**src/rtl/c432_irq_dispatch.sv**
```systemverilog
// c432_irq_dispatch: debounces C432 grant vectors and queues each new stable grant for a valid/ready consumer
module c432_irq_dispatch #(
   parameter int STABLE_CYCLES = 2,
   parameter int DEPTH         = 4,
   parameter int DROP_W        = 8
) (
   input  logic              clk,
   input  logic              rst_n,
   input  logic              en,
   input  logic              pa,
   input  logic              pb,
   input  logic              pc,
   input  logic [3:0]        chan,
   output logic              irq_valid,
   input  logic              irq_ready,
   output logic [1:0]        irq_bus,
   output logic [3:0]        irq_chan,
   output logic              fifo_full,
   output logic [DROP_W-1:0] drop_cnt,
   input  logic              drop_clr
);
   localparam int AW = $clog2(DEPTH);
   localparam logic [3:0] STB = 4'(STABLE_CYCLES);
   localparam logic [AW:0] FULLV = (AW+1)'(DEPTH);
   typedef enum logic [1:0] {IDLE, SETTLE, LOCKED} state_t;
   state_t            r_state;
   logic [6:0]        r_samp;
   logic [3:0]        r_cnt;
   logic [5:0]        r_mem [DEPTH];
   logic [AW-1:0]     r_wr, r_rd;
   logic [AW:0]       r_occ;
   logic [5:0]        r_last;
   logic [DROP_W-1:0] r_drop;
   logic [6:0]        w_new;
   logic              w_chg, w_new_grant, w_grant, w_accept, w_full, w_valid, w_pop, w_push, w_drop;
   logic [1:0]        w_bus;
   assign w_new       = {pa, pb, pc, chan};
   assign w_chg       = w_new != r_samp;
   assign w_new_grant = |w_new[6:4];
   assign w_grant     = |r_samp[6:4];
   assign w_bus       = r_samp[6] ? 2'd0 : r_samp[5] ? 2'd1 : 2'd2;
   assign w_accept    = en && !w_chg && r_state == SETTLE && r_cnt == STB;
   assign w_full      = r_occ == FULLV;
   assign w_valid     = r_occ != '0;
   assign w_pop       = w_valid && irq_ready;
   assign w_push      = w_accept && (!w_full || w_pop);
   assign w_drop      = w_accept && !w_push;
   assign irq_valid   = w_valid;
   assign {irq_bus, irq_chan} = w_valid ? r_mem[r_rd] : r_last;
   assign fifo_full   = w_full;
   assign drop_cnt    = r_drop;
   // sample the netlist outputs and count how long the vector has held
   always_ff @(posedge clk or negedge rst_n)
      if (!rst_n) begin
         r_samp <= '0;
         r_cnt  <= '0;
      end else begin
         r_samp <= w_new;
         r_cnt  <= w_chg ? 4'd1 : (r_cnt >= STB ? STB : r_cnt + 4'd1);
      end
   // grant tracking: settle on a new granted vector, lock once accepted until it changes
   always_ff @(posedge clk or negedge rst_n)
      if (!rst_n)
         r_state <= IDLE;
      else if (!en)
         r_state <= IDLE;
      else if (w_chg)
         r_state <= w_new_grant ? SETTLE : IDLE;
      else if (r_state == SETTLE && r_cnt == STB)
         r_state <= LOCKED;
      else if (r_state == IDLE && w_grant)
         r_state <= SETTLE;
   // request FIFO; the last popped entry is kept so the head outputs hold while empty
   always_ff @(posedge clk or negedge rst_n)
      if (!rst_n) begin
         for (int i = 0; i < DEPTH; i++) r_mem[i] <= '0;
         r_wr   <= '0;
         r_rd   <= '0;
         r_occ  <= '0;
         r_last <= '0;
      end else begin
         if (w_push) begin
            r_mem[r_wr] <= {w_bus, r_samp[3:0]};
            r_wr        <= r_wr + 1'b1;
         end
         if (w_pop) begin
            r_rd   <= r_rd + 1'b1;
            r_last <= r_mem[r_rd];
         end
         if (w_push && !w_pop)
            r_occ <= r_occ + 1'b1;
         else if (w_pop && !w_push)
            r_occ <= r_occ - 1'b1;
      end
   // saturating drop counter; clear wins over a same-cycle drop
   always_ff @(posedge clk or negedge rst_n)
      if (!rst_n)
         r_drop <= '0;
      else if (drop_clr)
         r_drop <= '0;
      else if (w_drop && !(&r_drop))
         r_drop <= r_drop + 1'b1;
endmodule

```
**config.mk**
```make
export PLATFORM = sky130hd
export DESIGN_NAME = c432_irq_dispatch
export DESIGN_NICKNAME = d
export VERILOG_FILES = /design/src/rtl/c432_irq_dispatch.sv
export SDC_FILE = /design/constraint.sdc
export NUM_CORES = 1
export LEC_CHECK = 0
export ABC_AREA = 1
export BUFFER_PORTS_ARGS = -buffer_cell sky130_fd_sc_hd__buf_2
export CAP_MARGIN = 20
export CELL_PAD_IN_SITES_DETAIL_PLACEMENT = 2
export CELL_PAD_IN_SITES_GLOBAL_PLACEMENT = 2
export CORE_ASPECT_RATIO = 1.1
export CORE_MARGIN = 3
export CORE_UTILIZATION = 28
export DETAILED_ROUTE_END_ITERATION = 10
export PLACE_DENSITY = 0.72
export SYNTH_ARGS = -nofsm -noshare
export SYNTH_HDL_FRONTEND = slang
export SYNTH_SLANG_ARGS = --single-unit
```
**constraint.sdc**
```tcl
create_clock -name clk -period 4.4 [get_ports clk]
set_input_delay 0.44 -clock clk [delete_from_list [all_inputs] [get_ports clk]]
set_output_delay 0.44 -clock clk [all_outputs]
set_load 0.02 [all_outputs]
```
=== Yosys cells after proc, flatten, opt, wreduce, memory -nomap -nowiden ===
Index checks and enable logic that the tools add are counted.

* Bits in latches: 0
* ROM bits: 0
* Memory bits (writable): 0
* Flip-flop bits (word level): 58
* Memories kept: 0

* $lt $le $gt $ge: 4
* Bitwise logic cells: 2
* $mul: 0
* Divide/modulo/power cells: 0
* Shift-type cells: 0
* Eq/ne operators: 5
* Mux-type cells: 20
* Reductions and logical operators: 25
* Add/subtract/negate cells: 6

{| class="wikitable"
|+ Operators by type and width
! operator !! number
|-
| $bwmux W24 || 1
|-
| $mux W6 || 4
|-
| $mux W8 || 2
|-
| $bmux W6 S2 || 1
|-
| $demux W6 S2 || 1
|-
| $logic_and A1 B1 Y1 || 12
|-
| $mux W2 || 6
|-
| $add A8 B1 Y8 const B || 1
|-
| $mux W4 || 2
|-
| $reduce_and A8 Y1 || 1
|-
| $ne A7 B7 Y1 || 1
|-
| $ge A3 B3 Y1 const B || 2
|-
| $mux W3 || 2
|-
| $not A2 Y3 || 2
|-
| $reduce_or A3 Y1 || 2
|-
| $logic_not A1 Y1 || 5
|-
| $add A2 B1 Y2 const B || 2
|-
| $add A4 B1 Y4 const B || 1
|-
| $eq A4 B2 Y1 const B || 1
|-
| $ge A4 B2 Y1 const B || 1
|-
| $ne A4 B1 Y1 const B || 1
|-
| $reduce_bool A2 Y1 || 2
|-
| $add A3 B1 Y3 const B || 1
|-
| $eq A3 B3 Y1 const B || 1
|-
| 7 further kinds || 7
|}

=== Logic depth before layout (Yosys ltp) ===
* Depth after elaboration: 11
* Depth in mapped cells: 15
* Depth with buffers taken out: 14

=== Worst setup path after synthesis ===
Ideal clock, no wire load.

* Path kind: flip-flop to flip-flop
* Start: reg r_occ[0]
* End: reg r_occ[1]
* Period minus slack after synthesis: 2427 ps
* Arrival: 2302 ps
* Path buffers: 1
* Cell stages (with the launch flop): 10
* Path slack: 1973 ps
* Data required time: 4275 ps
* Cells stage by stage: dfrtp_1 > nor3_2 > nand2_1 > inv_1 > nor2_8 > buf_6 > ha_1 > inv_1 > fa_1 > mux2_2

* Word-level cells in the longest chain between the ends: 7
* Elaborated cells on any way between the ends: 15

{| class="wikitable"
|+ Ends and longest elaborated chain
! what !! RTL line !! RTL
|-
| start, declared || 31 || <nowiki>logic [AW:0] r_occ;</nowiki>
|-
| start signal, assigned || 91 || <nowiki>r_occ <= r_occ + 1'b1;</nowiki>
|-
| start signal, assigned || 93 || <nowiki>r_occ <= r_occ - 1'b1;</nowiki>
|-
| $eq A3 B3 Y1 * || 43 || <nowiki>assign w_full = r_occ == FULLV;</nowiki>
|-
| via fifo_full || 18 || <nowiki>output logic fifo_full,</nowiki>
|-
| $logic_not A1 Y1 * || 46 || <nowiki>assign w_push = w_accept && (!w_full || w_pop);</nowiki>
|-
| $logic_or A1 B1 Y1 * || 46 ||
|-
| $logic_and A1 B1 Y1 * || 46 ||
|-
| via w_push || 35 || <nowiki>logic w_chg, w_new_grant, w_grant, w_accept, w_full, w_valid, w_pop, w_push, w_drop;</nowiki>
|-
| $logic_not A1 Y1 || 92 || <nowiki>else if (w_pop && !w_push)</nowiki>
|-
| $logic_and A1 B1 Y1 || 92 ||
|-
| $reduce_bool A2 Y1 (no source line) || - ||
|}

The timed path passes the listed nets; every way through them passes the cells marked *. The select of a mux whose other input is x is not followed.
A chain may end at the register's enable or synchronous reset.

=== Final worst setup path ===
* Start: reg r_cnt[0]
* End: reg r_occ[2]

* Word-level cells in the longest chain between the ends: 6
* Elaborated cells on any way between the ends: 8

{| class="wikitable"
|+ Ends and longest elaborated chain
! what !! RTL line !! RTL
|-
| start, declared || 28 || <nowiki>logic [3:0] r_cnt;</nowiki>
|-
| start signal, assigned || 59 || <nowiki>r_cnt <= w_chg ? 4'd1 : (r_cnt >= STB ? STB : r_cnt + 4'd1);</nowiki>
|-
| $eq A4 B2 Y1 * || 42 || <nowiki>assign w_accept = en && !w_chg && r_state == SETTLE && r_cnt == STB;</nowiki>
|-
| $logic_and A1 B1 Y1 * || 42 ||
|-
| $logic_and A1 B1 Y1 * || 46 ||
|-
| $logic_not A1 Y1 || 92 ||
|-
| $logic_and A1 B1 Y1 || 92 ||
|-
| $reduce_bool A2 Y1 (no source line) || - ||
|}

Every way passes the cells marked *; elsewhere a longest branch is shown, timed or not.

==> metrics <==
sequential element share of the synthesized area 49.17%; critical path, cell by cell inv_1 > ha_1 > nand4_1 > inv_1 > nand3_4 > nor2_8 > ha_1 > inv_1 > fa_1 > a21oi_1 > o21ai_0 > xor2_1; Flop pwr share 42.7%; post-DR vias/cell 4.681; max-slew violations 0; max_cap viols 0; H-Tree Depth 3; Int Pwr 1002 µW; # hold bufs at CTS 0; CP arrival 2.91 ns; Sink Count 58; share of the synthesized area in the top cell type 49.17%; worst-margin pin slew 0.7787 ns; CTS tree done; Cell Area, Placed 0.003221 mm²; Post-CTS Setup Bufs 0; Post-Syn Instances 361; DRC viols 0; Final Skew 0.01114 ns; Final Util 33.97%; syn nets 382; Die Wd 103.9 µm; Clk pwr share 33.7%; unrepaired setup endpoints after global routing false; Total Wirelength 7663 µm; CP max stage cell dfrtp_1; Inserted Clock Buffers 9; Root Buffer clkbuf_8; Crit Path Max Fanout 28; Hold Fails Final Rpt 0; # IOs 28; Slew headroom 48.09%; area grow syn2layout 16.02%; Max IR drop VDD 0.1297 mV; Synth Cell Area 0.002952 mm²; Max Fclk 0.3721 GHz; largest stage delay on the critical path 0.39 ns; Pleak 0.001779 µW; Net Sw Frac 34.35%; multi-input logic area 0.001328 mm²; GRT Total Usage 14.36%; core box area 0.01008 mm²; worst min-delay path class in2reg; Fill cells 1200; # rows 38; pwr dens 445.5 mW/mm²; CP endpoint kind flop; Distinct cells, synth 27; Die ar. 0.01181 mm²; Sw Pwr 524.1 µW; CTS clock-pin slew for the worst setup and hold paths 0.07 ns; ys async rst share 100.0%; Gate power share 23.6%; Final #Nets 412; CP Class reg2reg; Post-synth top flop dfrtp_1; Post-synth EDFFs 0; total power 1526 µW; fin crit period 2.687 ns; setup total negative slack 0 ns; post-route cell area 0.003425 mm²; number of setup violations in the final report 0; Reg area 0.001451 mm²; DR vias 2509; top-count cell post-synth nand2_1; largest net degree at the start of global routing 59; Seq cells post-synth 58; number of port buffers 27; number of antenna violations at the first check in global routing 0; startpoint types flop; post-synthesis area per instance 8.176 µm²; clock latency on the worst-skew pair 0.35 ns; Post-synth top cells nand2_1, dfrtp_1, nand3_1, inv_1, nor2_1; antenna cell count 0; fraction of layout cells with a size suffix above 1 13.64%; hpwl dp 5681 µm; Initial Util 29.28%; Die H 113.7 µm; CTS resizes 0; CP most frequent cell inv_1; synth top area cells dfrtp_1, nand2_1, nand3_1; Yosys warnings 0; Top delay family on crit path adder cells; post-synth top area cell dfrtp_1; routability cong. 0.7438; worst path bufs/invs 3; first-pass GRT wire length 13670 µm; final antenna-violating net count 0; Crit path required time 4.62 ns; worst-case clock buffer depth 2; WL per Instance 14.30 µm; status completed; vias in the first global route 2696; GR Overflow Total 0; 1st-iter DRT viols 100; fin crit share 61.07%; iteration count of the initial detailed-routing pass 4
[path summary, 6_finish.rpt]
check                         start          end  slack [ns]  cells after the start
setup / recovery           r_cnt[0]     r_occ[2]        1.71                     12
hold / removal              chan[0]    r_samp[0]        0.23                      1
setup reg to reg           r_cnt[0]     r_occ[2]        1.71                     12
hold reg to reg            r_mem[3]     r_mem[3]        0.48                      2
max in group asynchronous     rst_n    r_samp[4]        3.62                      2
min in group asynchronous     rst_n  drop_cnt[5]        0.25                      2
[worst register-to-register path, cell delays in order, from the launching register on]
cell,delay (ns)
dfrtp_1,0.39
inv_1,0.08
ha_1,0.18
nand4_1,0.19
inv_1,0.21
nand3_4,0.13
nor2_8,0.32
ha_1,0.22
inv_1,0.06
fa_1,0.37
a21oi_1,0.15
o21ai_0,0.11
xor2_1,0.15
[logic make-up after synthesis]
logic type	count (synthesis)	share of synthesized area [%]
AO/OA/AOI/OAI	34	6.782
XOR/XNOR	6	1.781
adder cells (fa/ha/maj)	9	4.070
buffers and inverters	42	5.850
flip-flops	58	49.17
multiplexers	1	0.3815
other	1	0.1271
AND/OR/NAND/NOR	210	31.84
[layout make-up]
class / count / share of cell area, %
clock inverter: 5 / 1.535
timing repair buffer: 28 / 4.165
inverter: 33 / 3.617
tap: 140 / 5.115
multi-input combinational: 261 / 38.77
clock buffer: 11 / 4.421
sequential: 58 / 42.38
[flip-flops by register name (all words and copies together) (netlist names)]
signal    count
r_last        6
r_samp        7
r_occ         3
r_mem        24
r_rd          2
drop_cnt      8
r_wr          2
r_state       2
r_cnt         4
[stage by stage]
step	worst slack, ns	hold WS (ns)	cells
finish	1.713	0.2266	536
global route	1.385	0.2062	536
CTS	1.678	0.2072	536
detailed placement	1.626	0.4659	520
global placement	1.732	0.4548	520
floorplan	1.973	0.1444	361
[cells in the final DEF, fill, tap and decap left out, drive strengths merged]
master      n
dfrtp      58
xnor2       3
mux2        1
nor4        1
xor2        3
nor3b       2
buf        28
nand2     137
a21oi      11
nor2       21
a32o        6
o21ai      17
ha          8
bufinv      1
nor3        5
inv        32
nand4       7
conb        1
nand3      37
clkinv      4
clkinvlp    1
fa          1
clkbuf     11
[power groups by stage]
stage | clock network (µW) | registers [µW] | logic (µW)
floorplan | 0 | 636 | 271
global placement | 0 | 656 | 359
detailed placement | 0 | 661 | 370
CTS | 532 | 652 | 372
global route | 559 | 661 | 418
finish | 514 | 651 | 360
[per-layer routing]
| metal | vias up | wire [µm] | global-route usage (%) |
|---|---|---|---|
| met4 | 0 | 141 | 6.117 |
| met5 | - | 0 | 0 |
| li1 | 1222 | - | - |
| met3 | 12 | 199 | 2.886 |
| met2 | 30 | 3649 | 23.23 |
| met1 | 1245 | 3673 | 18.86 |
(Power assumes the default switching activity.)
